$ cat config.mk
export PLATFORM = sky130hd
export DESIGN_NAME = rijndael_inv_shiftrows_stream_flat
export DESIGN_NICKNAME = d
export VERILOG_FILES = /design/src/rtl/rijndael_inv_shiftrows_stream_if.sv /design/src/rtl/rijndael_inv_shiftrows_stream.sv /design/src/flat_wrapper.sv
export SDC_FILE = /design/constraint.sdc
export NUM_CORES = 1
export LEC_CHECK = 0
export CORE_MARGIN = 2
export CORE_UTILIZATION = 50
export DETAILED_ROUTE_END_ITERATION = 8
export PLACE_DENSITY = 0.75
export SYNTH_ARGS = -nofsm -noshare
export SYNTH_HDL_FRONTEND = slang
export SYNTH_SLANG_ARGS = --single-unit
$ cat constraint.sdc
create_clock -name clk_i -period 3.3 [get_ports clk_i]
set_input_delay 0.495 -clock clk_i [delete_from_list [all_inputs] [get_ports clk_i]]
set_output_delay 0.495 -clock clk_i [all_outputs]
set_load 0.02 [all_outputs]
$ cat src/rtl/rijndael_inv_shiftrows_stream_if.sv
// Byte-stream handshake bundle for the Rijndael (Inv)ShiftRows stream unit.
// Holds the input byte stream and the output byte stream, each with valid/ready.
interface rijndael_inv_shiftrows_stream_if;
   logic       in_valid_i;
   logic       in_ready_o;
   logic [7:0] in_data_i;
   logic       out_valid_o;
   logic       out_ready_i;
   logic [7:0] out_data_o;
   logic       out_last_o;

   modport slave (
      input  in_valid_i,
      input  in_data_i,
      input  out_ready_i,
      output in_ready_o,
      output out_valid_o,
      output out_data_o,
      output out_last_o
   );

   modport master (
      output in_valid_i,
      output in_data_i,
      output out_ready_i,
      input  in_ready_o,
      input  out_valid_o,
      input  out_data_o,
      input  out_last_o
   );
endinterface

$ cat src/rtl/rijndael_inv_shiftrows_stream.sv
// Byte-serial Rijndael InvShiftRows: buffers one 4*NB-byte state, then streams it permuted.
// Optional RIJNDAEL_SHIFTROWS_DIR_EN adds fwd_i to select the forward ShiftRows map per state.
module rijndael_inv_shiftrows_stream #(
   parameter int unsigned NB = 4
) (
   input logic clk_i,
   input logic rst_ni,
`ifdef RIJNDAEL_SHIFTROWS_DIR_EN
   input logic fwd_i,
`endif
   rijndael_inv_shiftrows_stream_if.slave bus
);

   localparam int unsigned NBYTES = 4 * NB;
   localparam int unsigned CW     = $clog2(NBYTES);
   localparam int unsigned CLW    = CW - 2;
   localparam int unsigned SW     = CLW + 1;
   localparam logic [CW-1:0] LAST = CW'(NBYTES - 1);

   if (!(NB == 4 || NB == 6 || NB == 8)) begin : g_nb_check
      $error("rijndael_inv_shiftrows_stream: NB must be 4, 6 or 8");
   end

   typedef enum logic {ST_LOAD, ST_DRAIN} state_e;

   state_e        state_q, state_d;
   logic [CW-1:0] in_cnt_q, in_cnt_d;
   logic [CW-1:0] out_cnt_q, out_cnt_d;
   logic [7:0]    mem_q [NBYTES];
   logic [7:0]    mem_d [NBYTES];

   logic          in_ready, out_valid, in_fire, out_fire, dir;
   logic [CLW-1:0] col;
   logic [1:0]    row;
   logic [2:0]    shift;
   logic [SW-1:0] sum, src_col;
   logic [CW-1:0] src;

   // Handshake is gated by reset so nothing is offered or accepted while rst_ni is low.
   assign in_ready  = rst_ni && (state_q == ST_LOAD);
   assign out_valid = rst_ni && (state_q == ST_DRAIN);
   assign in_fire   = in_ready && bus.in_valid_i;
   assign out_fire  = out_valid && bus.out_ready_i;

`ifdef RIJNDAEL_SHIFTROWS_DIR_EN
   logic dir_q, dir_d;

   // Direction is latched with the first byte of a state and held until the next one.
   always_comb begin
      dir_d = dir_q;
      if (in_fire && (in_cnt_q == '0)) dir_d = fwd_i;
   end

   always_ff @(posedge clk_i) begin
      if (!rst_ni) dir_q <= 1'b0;
      else         dir_q <= dir_d;
   end

   assign dir = dir_q;
`else
   assign dir = 1'b0;
`endif

   // Load/drain sequencing.
   always_comb begin
      state_d   = state_q;
      in_cnt_d  = in_cnt_q;
      out_cnt_d = out_cnt_q;
      case (state_q)
         ST_LOAD: begin
            if (in_fire) begin
               if (in_cnt_q == LAST) begin
                  in_cnt_d = '0;
                  state_d  = ST_DRAIN;
               end else begin
                  in_cnt_d = in_cnt_q + CW'(1);
               end
            end
         end
         ST_DRAIN: begin
            if (out_fire) begin
               if (out_cnt_q == LAST) begin
                  out_cnt_d = '0;
                  state_d   = ST_LOAD;
               end else begin
                  out_cnt_d = out_cnt_q + CW'(1);
               end
            end
         end
         default: state_d = ST_LOAD;
      endcase
   end

   always_comb begin
      mem_d = mem_q;
      if (in_fire) mem_d[in_cnt_q] = bus.in_data_i;
   end

   // Source byte for the current output position; column offset kept non-negative before modulo.
   always_comb begin
      col   = out_cnt_q[CW-1:2];
      row   = out_cnt_q[1:0];
      case (row)
         2'd0:    shift = 3'd0;
         2'd1:    shift = 3'd1;
         2'd2:    shift = (NB == 8) ? 3'd3 : 3'd2;
         default: shift = (NB == 8) ? 3'd4 : 3'd3;
      endcase
      if (dir) sum = SW'(col) + SW'(shift);
      else     sum = SW'(col) + SW'(NB) - SW'(shift);
      src_col = sum % SW'(NB);
      src     = {src_col[CLW-1:0], row};
   end

   assign bus.in_ready_o  = in_ready;
   assign bus.out_valid_o = out_valid;
   assign bus.out_data_o  = out_valid ? mem_q[src] : 8'h00;
   assign bus.out_last_o  = out_valid && (out_cnt_q == LAST);

   always_ff @(posedge clk_i) begin
      if (!rst_ni) begin
         state_q   <= ST_LOAD;
         in_cnt_q  <= '0;
         out_cnt_q <= '0;
      end else begin
         state_q   <= state_d;
         in_cnt_q  <= in_cnt_d;
         out_cnt_q <= out_cnt_d;
      end
   end

   always_ff @(posedge clk_i) begin
      mem_q <= mem_d;
   end

endmodule

$ cat src/flat_wrapper.sv
// flat-port wrapper written by rule: the top's interface ports become plain ports
module rijndael_inv_shiftrows_stream_flat 
#(
   parameter int unsigned NB = 4
)
  (clk_i, rst_ni, bus_in_valid_i, bus_in_data_i, bus_out_ready_i, bus_in_ready_o, bus_out_valid_o, bus_out_data_o, bus_out_last_o);
  rijndael_inv_shiftrows_stream_if bus_i ();
  input logic clk_i;
  input logic rst_ni;
  input wire logic [$bits(bus_i.in_valid_i)-1:0] bus_in_valid_i;
  input wire logic [$bits(bus_i.in_data_i)-1:0] bus_in_data_i;
  input wire logic [$bits(bus_i.out_ready_i)-1:0] bus_out_ready_i;
  output wire logic [$bits(bus_i.in_ready_o)-1:0] bus_in_ready_o;
  output wire logic [$bits(bus_i.out_valid_o)-1:0] bus_out_valid_o;
  output wire logic [$bits(bus_i.out_data_o)-1:0] bus_out_data_o;
  output wire logic [$bits(bus_i.out_last_o)-1:0] bus_out_last_o;
  assign bus_i.in_valid_i = bus_in_valid_i;
  assign bus_i.in_data_i = bus_in_data_i;
  assign bus_i.out_ready_i = bus_out_ready_i;
  assign bus_in_ready_o = bus_i.in_ready_o;
  assign bus_out_valid_o = bus_i.out_valid_o;
  assign bus_out_data_o = bus_i.out_data_o;
  assign bus_out_last_o = bus_i.out_last_o;
  rijndael_inv_shiftrows_stream #(.NB(NB)) u_core (.clk_i(clk_i), .rst_ni(rst_ni), .bus(bus_i));
endmodule
# Yosys cells after proc, flatten, opt, wreduce, memory -nomap -nowiden
# Cells that the tools add are included.
# totals
n_memories	0
wordCells	57
ff_bits	137
rom_bits	0
mem_bits_rw	0
latchBits	0
# op_classes
shifts	0
n_addsub	4
multipliers	0
n_eq_ne	4
n_reduce_logical	9
n_bitwise	3
div_mod_pow	0
order_cmp	3
mux	15
# op_table
cell	count
bitwise mux 128 bit	1
binary-select mux 8 bit (select 4 bit)	1
demux 8 bit (select 4 bit)	1
2-to-1 mux 8 bit	4
>= comparator 5 bit, second input constant	2
NOT 4 -> 5 bit	2
adder 4 x 1 -> 4 bit, second input constant	2
equality test 4 bit, second input constant	2
2-to-1 mux 4 bit	2
logical AND 1 bit	6
case mux 2 bit (3 select lines)	1
less-than comparator 5 x 1 -> 1 bit, second input constant	1
2-to-1 mux 1 bit	4
AND reduction 2 bit	2
adder 2 x 1 -> 2 bit, second input constant	1
equality test 2 x 1 -> 1 bit, second input constant	1
equality test 2 bit, second input constant	1
logical NOT 2 bit	1
case mux 1 bit (2 select lines)	1
subtractor 2 bit	1
NOT 1 bit	1

# Longest topological paths before layout
# Gate-level depths: netlist of the first run.
# depth
word_depth	8
mapped_depth	10
mapped_depth_nobuf	8

# Worst setup path after synthesis of the first run
# No wires, ideal clock.
# synth_path
path_kind	register to output
from	reg u_core.out_cnt_q[1]
to	out bus_out_data_o[5]
required_ns	2.805
stages_incl_launch_ff	10
t_arrival_ns	2.261
path_buffers	3
path_slack_ns	0.544
cell_sequence	dfxtp_1 clkbuf_8 inv_1 ha_1 or2_2 ha_1 clkbuf_1 buf_4 mux2i_1 o22ai_1
# synth_via
elab_chain_cells	8
elab_cells_between_ends	10
# synth_rtl
item	line_no	rtl
start, declared	rijndael_inv_shiftrows_stream.sv:28	logic [CW-1:0] out_cnt_q, out_cnt_d;
start signal, assigned	rijndael_inv_shiftrows_stream.sv:128	out_cnt_q <= out_cnt_d;
equality test 2 bit (tied with other cells)	rijndael_inv_shiftrows_stream.sv:103	case (row)
case mux 2 bit (3 select lines)	rijndael_inv_shiftrows_stream.sv:103	
subtractor 2 bit	rijndael_inv_shiftrows_stream.sv:110	else sum = SW'(col) + SW'(NB) - SW'(shift);
NOT 4 -> 5 bit (not written as such) *	rijndael_inv_shiftrows_stream.sv:117	assign bus.out_data_o = out_valid ? mem_q[src] : 8'h00;
binary-select mux 8 bit (select 4 bit) *	rijndael_inv_shiftrows_stream.sv:117	
2-to-1 mux 8 bit (not written as such) * (2 in series)	rijndael_inv_shiftrows_stream.sv:117	
2-to-1 mux 8 bit *	rijndael_inv_shiftrows_stream.sv:117	
end, declared	flat_wrapper.sv:15	output wire logic [$bits(bus_i.out_data_o)-1:0] bus_out_data_o;
# Mark *: on every way between the ends. The rest lies on a longest branch, timed or not. The select of a mux whose other input is x is not followed.

# Final worst setup path of the first run
# layout_path
from	reg u_core.out_cnt_q[1]
to	out bus_out_data_o[0]
# The elaborated chain is that of the path after synthesis.

==> results.md, run 1 <==
- Status: complete, no violations
- Post-route DRC: 0
- Fin. Hold Viols: 0
- Post-DP HPWL: 6.757 mm
- Postcts setup bufs: 0
- Total clock sinks: 137
- Total Routing Usage GR: between 20% and 30%
- I/O Buffers: 22
- Startpoint Class: flop
- Initial Utilization: 51.62%
- Core area: 0.01089 sq mm
- CTS tree: yes
- Pre-CTS WS: approximately 270 ps
- CP Data Arrival Time: 2620 ps
- Max Freq: 320.7 MHz
- Min-delay worst type: flop to flop
- MaxCap Viol Count: 0
- CTS Root Buffer Type: clkbuf_8
- Fin crit period: 3119 ps
- Share of post-route cells with drive strength above 1: 18.48%
- Cells after synthesis: roughly 280
- Max FO, Critical Path: 8
- Number of library cell types mapped by synthesis: 32
- Synthesis-stage register bit count: 137
- Relative slew slack: 58.07%
- M1 GR Usage: a little over a quarter
- CP Capture Type: output pin
- Final nets: 348
- Global route overflow: 0
- Clock tree buffer depth: 2
- Commonest non-fill, non-tap cell in the layout: edfxtp_1
- Routed Antenna Nets: 0
- I/O pins: 23
- Ant diodes: 0
- Most used routing layer: met2
- Least-Margin Pin Slew: about 630 ps
- Vias in the first global route: 2822
- Most frequent cells in the layout: edfxtp_1 (128), mux4_1 (27), buf_4 (18), nor2_1 (17)
- Worst Skew: 9.016 ps
- DR iter-0 viols: 285
- Cell area power density: 561.6 mW/mm^2
- Met2 usage: ~31%
- H-tree Lvls: 4
- Worst VDD drop: 0.2661 mV
- Syn_area_per_cell: 19.86 sq um
- Top_reg_cell synth: edfxtp_1
- Largest net degree at the start of global routing: 34
- Die ar.: 0.01210 sq mm
- Part of the cycle the worst path needs: ~95%
- Synthesis Warnings: 0
- Final Max Slew Viols: 0
- Sequential area share after synthesis: 71.59%
- Die height: 110.0 um
- Clock Pin Slew Worst Setup and Hold Paths: 60 ps
- Final setup viols: 0
- Via count: 2758
- CTS Buf Count: 17
- Area growth from synthesis to layout: 17.03%
- Clock Latency Late Sink: 520 ps
- CTS Hold Buffers Added: 0
- Die width: 110.0 um
- Vias/cell: 5.734
- Row count: 38
- WL/cell: 22.62 um
- Total wire length: 10.88 mm
- P_leak: 2.326 nW
- Setup ws final: ~180 ps
- TritonRoute pass-1 iters: 4
- Met3 usage: 6.349%
- Global-route wire length before repair: roughly 17 mm
- Post-Syn Area: ~0.0056 sq mm
- Setup CP Type: flop to output pin
- EDFF count, synth: 128
- Final TNS setup: 0 ps
- Synth Net Count: 303
- Antenna violations before repair: 0
- Async set-or-reset flop fraction in the synthesized netlist: 0%
- Critical Path RT: 2800 ps
- Final Wtd Congestion: 0.7067
- RSZ-0062 raised after global routing: false
[stage by stage]
| step | cell area [sq um] | power [mW] | hold slack (ps) | util (%) | std cells |
|---|---|---|---|---|---|
| global placement | 6072 | 2.022 | 505.0 | 55.77 | 449 |
| CTS | 6604 | 3.721 | 526.6 | 60.65 | 481 |
| finish | 6578 | 3.694 | 527.3 | 60.41 | 481 |
| detailed placement | 6072 | 2.027 | 517.5 | 55.77 | 449 |
| global route | 6578 | 3.801 | 580.3 | 60.41 | 481 |
| floorplan | 5620 | 1.977 | 481.4 | - | 283 |
[cell families after synthesis]
| logic type | after synthesis | synth area share (%) |
|---|---|---|
| AO/OA/AOI/OAI | 15 | 1.781 |
| AND/OR/NAND/NOR | 47 | 3.896 |
| flip-flops | 137 | 71.59 |
| buffers and inverters | 22 | 2.538 |
| multiplexers | 48 | 17.48 |
| XOR/XNOR | 6 | 0.9350 |
| adder cells (fa/ha/maj) | 8 | 1.781 |
[Yosys cell counts, types with 2 or more instances]
cell | n | area (sq um)
xor2_1 | 2 | 17.52
clkbuf_1 | 4 | 15.01
nor3_1 | 4 | 20.02
o22ai_1 | 8 | 50.05
mux4_1 | 27 | 709.4
nand4_1 | 2 | 12.51
mux2i_1 | 16 | 160.2
mux4_2 | 5 | 112.6
o21ai_0 | 3 | 15.01
dfxtp_1 | 9 | 180.2
and2_1 | 3 | 18.77
and3_1 | 2 | 12.51
nand2b_1 | 3 | 18.77
inv_1 | 6 | 22.52
ha_1 | 8 | 100.1
nand3_1 | 2 | 10.01
nand2_1 | 11 | 41.29
edfxtp_1 | 128 | 3844
nor2_1 | 17 | 63.81
xnor2_1 | 4 | 35.03
buf_2 | 6 | 30.03
buf_6 | 3 | 33.78
[critical path, cell delays in order (launching register included)]
cell,delay [ps]
dfxtp_1,370
inv_1,90
ha_1,180
or2_2,290
ha_1,190
xor2_1,160
xnor2_2,170
nand2b_2,260
o22ai_1,210
clkbuf_2,190
[state kept, by name (all words and copies together), names as in the netlist]
name,flops
u_core.in_cnt_q,4
u_core.mem_q,128
u_core.state_q,1
u_core.out_cnt_q,4
[what timing repair did]
action | CTS | global route
pin swaps | 1 | 0
resized for setup | 13 | 14
hold endpoints to repair | 0 | 0
setup endpoints to repair | 8 | 8
[metal layers]
| layer | share of wire [%] | wire (um) |
|---|---|---|
| met3 | 6.4 | 698 |
| met2 | 49 | 5349 |
| met4 | 2.0 | 219 |
| met1 | 42 | 4612 |
| met5 | 0 | 0 |
[area by class of cell]
class	instances	area (sq um)
Clock buffer	20	425.4
Multi-Input combinational cell	124	1466
Timing Repair Buffer	42	355.3
Sequential cell	137	4025
Clock inverter	12	107.6
Fill cell	745	4310
Inverter	6	22.52
Tap cell	140	175.2
[final timing paths]
kind / start / endpoint / slack, ps / depth (start not counted)
setup / recovery: u_core.out_cnt_q[1] / bus_out_data_o[0] / 180 / 9
setup reg to reg: u_core.state_q / u_core.mem_q[49] / 1580 / 4
hold reg to reg: u_core.in_cnt_q[1] / u_core.in_cnt_q[1] / 530 / 2
hold / removal: u_core.in_cnt_q[1] / u_core.in_cnt_q[1] / 530 / 2
[report_power, final]
part	total (mW)	leakage, nW	switching, mW	internal [mW]
Sequential	1.92	1.23	0.00527	1.91
Combinational	0.0727	0.835	0.0459	0.0268
Clock	1.70	0.264	0.649	1.05
No activity file was read; power rests on OpenSTA's default activity.
==> inputs of run 2 (changes only) <==
--- a/config.mk
+++ b/config.mk
@@ -9,6 +9,8 @@
 export CORE_UTILIZATION = 50
 export DETAILED_ROUTE_END_ITERATION = 8
 export PLACE_DENSITY = 0.75
+export RECOVER_POWER = 25
+export SLEW_MARGIN = 20
 export SYNTH_ARGS = -nofsm -noshare
 export SYNTH_HDL_FRONTEND = slang
 export SYNTH_SLANG_ARGS = --single-unit
==> run 2 against run 1 <==
Effect of this change: combinational power decreased by 1%; wire length increased by 0.22%; global-route usage unchanged; first-iteration DRC count unchanged; hold slack about the same; utilization unchanged; critical path depth unchanged; sequential share of layout area unchanged; setup slack about the same; largest power group unchanged.
==> results.md, run 2 (synthesized netlist as in run 1, its figures left out) <==
- Status: complete, no violations (unchanged)
- Final Cell Area: 0.006578 sq mm (unchanged)
- Die ar.: 0.01210 sq mm (unchanged)
- CP Capture Type: output pin (unchanged)
- Pre-CTS WS: 272.8 ps (unchanged)
- Fin crit period: 3118 ps (was 3119 ps)
- MaxCap Viol Count: 0 (unchanged)
- Crit Reg-Reg Endpoint: u_core.mem_q[49] (unchanged)
- Max Freq: 320.7 MHz (about the same)
- Relative slew slack: 58.49% (was 58.07%)
- Worst VDD drop: 0.2657 mV (was 0.2661 mV)
- Die width: 110.0 um (unchanged)
- Final nets: 348 (unchanged)
- Cell count of the worst reg-to-reg path: 4 (unchanged)
- Vias/cell: 5.753 (was 5.734)
- Total clock sinks: 137 (unchanged)
- CTS Buf Count: 17 (unchanged)
- Final setup viols: 0 (unchanged)
- Clock tree buffer depth: 2 (unchanged)
- Post-DP HPWL: 6.757 mm (unchanged)
- Area growth from synthesis to layout: 17.03% (unchanged)
- Fillcell total: 745 (unchanged)
- RR Startpoint: u_core.state_q (unchanged)
- Post-route DRC: 0 (unchanged)
- Via count: 2767 (was 2758)
- Commonest non-fill, non-tap cell in the layout: edfxtp_1 (unchanged)
- Clock Pin Slew Worst Setup and Hold Paths: 60 ps (about the same)
- I/O pins: 23 (unchanged)
- Worst Hold Launch: u_core.in_cnt_q[1] (unchanged)
- Max layer used: met4 (unchanged)
- CTS Root Buffer Type: clkbuf_8 (unchanged)
- Global route overflow: 0 (unchanged)
- CTS tree: yes (unchanged)
- Storage cell area: 0.004025 sq mm (unchanged)
- Share of post-route cells with drive strength above 1: 18.48% (unchanged)
- Initial Utilization: 51.62% (unchanged)
- I/O Buffers: 22 (unchanged)
- R2r setup slk: 1570 ps (was 1580 ps)
- RSZ-0062 raised after global routing: false (unchanged)
- Die height: 110.0 um (unchanged)
- Antenna violations before repair: 0 (unchanged)
- Worst Skew: 8.832 ps (was 9.016 ps)
- Least-Margin Pin Slew: 620.8 ps (was 627.0 ps)
- Ant diodes: 0 (unchanged)
- Vias in the first global route: 2822 (unchanged)
- Global-route wire length before repair: 16.66 mm (unchanged)
- Cells along the critical path: inv_1 > ha_1 > or2_2 > ha_1 > xor2_1 > xnor2_2 > nand2b_2 > o22ai_1 > clkbuf_2 (unchanged)
- Core area: 0.01089 sq mm (unchanged)
- Crit-path max cell delay: 370 ps (about the same)
- Final Max Slew Viols: 0 (unchanged)
- Largest net degree at the start of global routing: 34 (unchanged)
- Largest Register: u_core.mem_q (unchanged)
- CP dominant cell by count: ha_1 (unchanged)
- Met3 WL: 730 um (was 698 um)
- Row count: 38 (unchanged)
- Top Registers: u_core.mem_q x128, u_core.in_cnt_q x4, u_core.out_cnt_q x4 (unchanged)
- Most frequent cells in the layout: edfxtp_1 (128), mux4_1 (27), buf_4 (18), nor2_1 (17) (unchanged)
- Part of the cycle the worst path needs: 94.49% (was 94.50%)
- Postcts setup bufs: 0 (unchanged)
- Min-delay worst type: flop to flop (unchanged)
- WL/cell: 22.67 um (was 22.62 um)
- CTS Hold Buffers Added: 0 (unchanged)
- Max FO, Critical Path: 8 (unchanged)
- Setup CP Type: flop to output pin (unchanged)
- H-tree Lvls: 4 (unchanged)
- Crit-path slowest cell: dfxtp_1 (unchanged)
- Multi-input gate area: 0.001466 sq mm (unchanged)
- Overall power: 3.692 mW (was 3.694 mW)
- P_leak: 2.327 nW (was 2.326 nW)
- CP Data Arrival Time: 2620 ps (about the same)
- Hold path endpoint: u_core.in_cnt_q[1] (unchanged)
- Post-DP Area: 0.006072 sq mm (unchanged)
- Critical Path RT: 2800 ps (about the same)
- Largest register FFs: 128 (unchanged)
- Hold Path Cell Cnt: 2 (unchanged)
- Final Wtd Congestion: 0.7067 (unchanged)
- TritonRoute pass-1 iters: 4 (unchanged)
- Wire length on met2: 5.315 mm (was 5.349 mm)
- Clock Latency Late Sink: 520 ps (about the same)
- DR iter-0 viols: 285 (unchanged)
- Final TNS setup: 0 ps (unchanged)
- Setup ws final: 181.9 ps (was 181.5 ps)
- Met1 Wirelength: 4.630 mm (was 4.612 mm)
- Total Routing Usage GR: 20.22% (unchanged)
- Cell area power density: 561.3 mW/mm^2 (was 561.6 mW/mm^2)
- Startpoint Class: flop (unchanged)
- Fin. Hold Viols: 0 (unchanged)
- Routed Antenna Nets: 0 (unchanged)
- Total wire length: 10.90 mm (was 10.88 mm)
-- run 2: changes by cell type in the layout (fill, tap and decap cells not counted), sizes merged --
cell           previous run  this run
clkdlybuf4s50            14         9
dlygate4sd3               0         5
-- run 2: layer usage --
| metal | vias up | global-route usage (%) |
|---|---|---|
| met3 | 21 | 6.349 |
| met4 | 0 | 8.047 |
| met2 | 99 | 31.20 |
| met1 | 1396 | 27.01 |
| li1 | 1251 | - |
| met5 | - | 0 |
-- run 2: metrics by stage --
stage | hold WS, ps | cells | utilization [%]
floorplan | 481.4 | 283 | -
global placement | 505.0 | 449 | 55.77
detailed placement | 517.5 | 449 | 55.77
CTS | 526.6 | 481 | 60.65
global route | 580.3 | 481 | 60.41
finish | 527.4 | 481 | 60.41
-- run 2: area by class of cell --
class / count / area share (%)
timing repair buffer: 42 / 5.402
clock buffer: 20 / 6.468
sequential: 137 / 61.19
tap: 140 / 2.663
clock inverter: 12 / 1.636
inverter: 6 / 0.3424
multi-input combinational: 124 / 22.29
-- run 2: how the worst max path moves through the flow --
stage,from,to,depth (start not counted)
after floorplan,u_core.out_cnt_q[1],bus_out_data_o[5],9
after global placement,u_core.out_cnt_q[1],bus_out_data_o[6],9
after detailed placement,u_core.out_cnt_q[1],bus_out_data_o[6],9
after CTS,u_core.out_cnt_q[1],bus_out_data_o[2],9
after global routing,u_core.out_cnt_q[1],bus_out_data_o[4],9
final,u_core.out_cnt_q[1],bus_out_data_o[0],9
-- run 2: timing repair --
item | 4_1_cts | 5_1_grt
pin swaps | 1 | 0
endpoints found under the setup margin | 8 | 8
resized for setup | 13 | 14
hold endpoints to repair | 0 | 0
-- run 2: worst max-delay path, delay by kind of cell, from the launching register on --
| family | cells | cell delay (ps) |
|---|---|---|
| XOR/XNOR | 2 | 330 |
| adder cells (fa/ha/maj) | 2 | 380 |
| AND/OR/NAND/NOR | 2 | 550 |
| flip-flops | 1 | 370 |
| AO/OA/AOI/OAI | 1 | 210 |
| buffers and inverters | 2 | 280 |
-- run 2: power by group --
group          internal [mW]  switching, mW
Clock                   1.05          0.648
Combinational         0.0257         0.0461
Sequential              1.91        0.00527
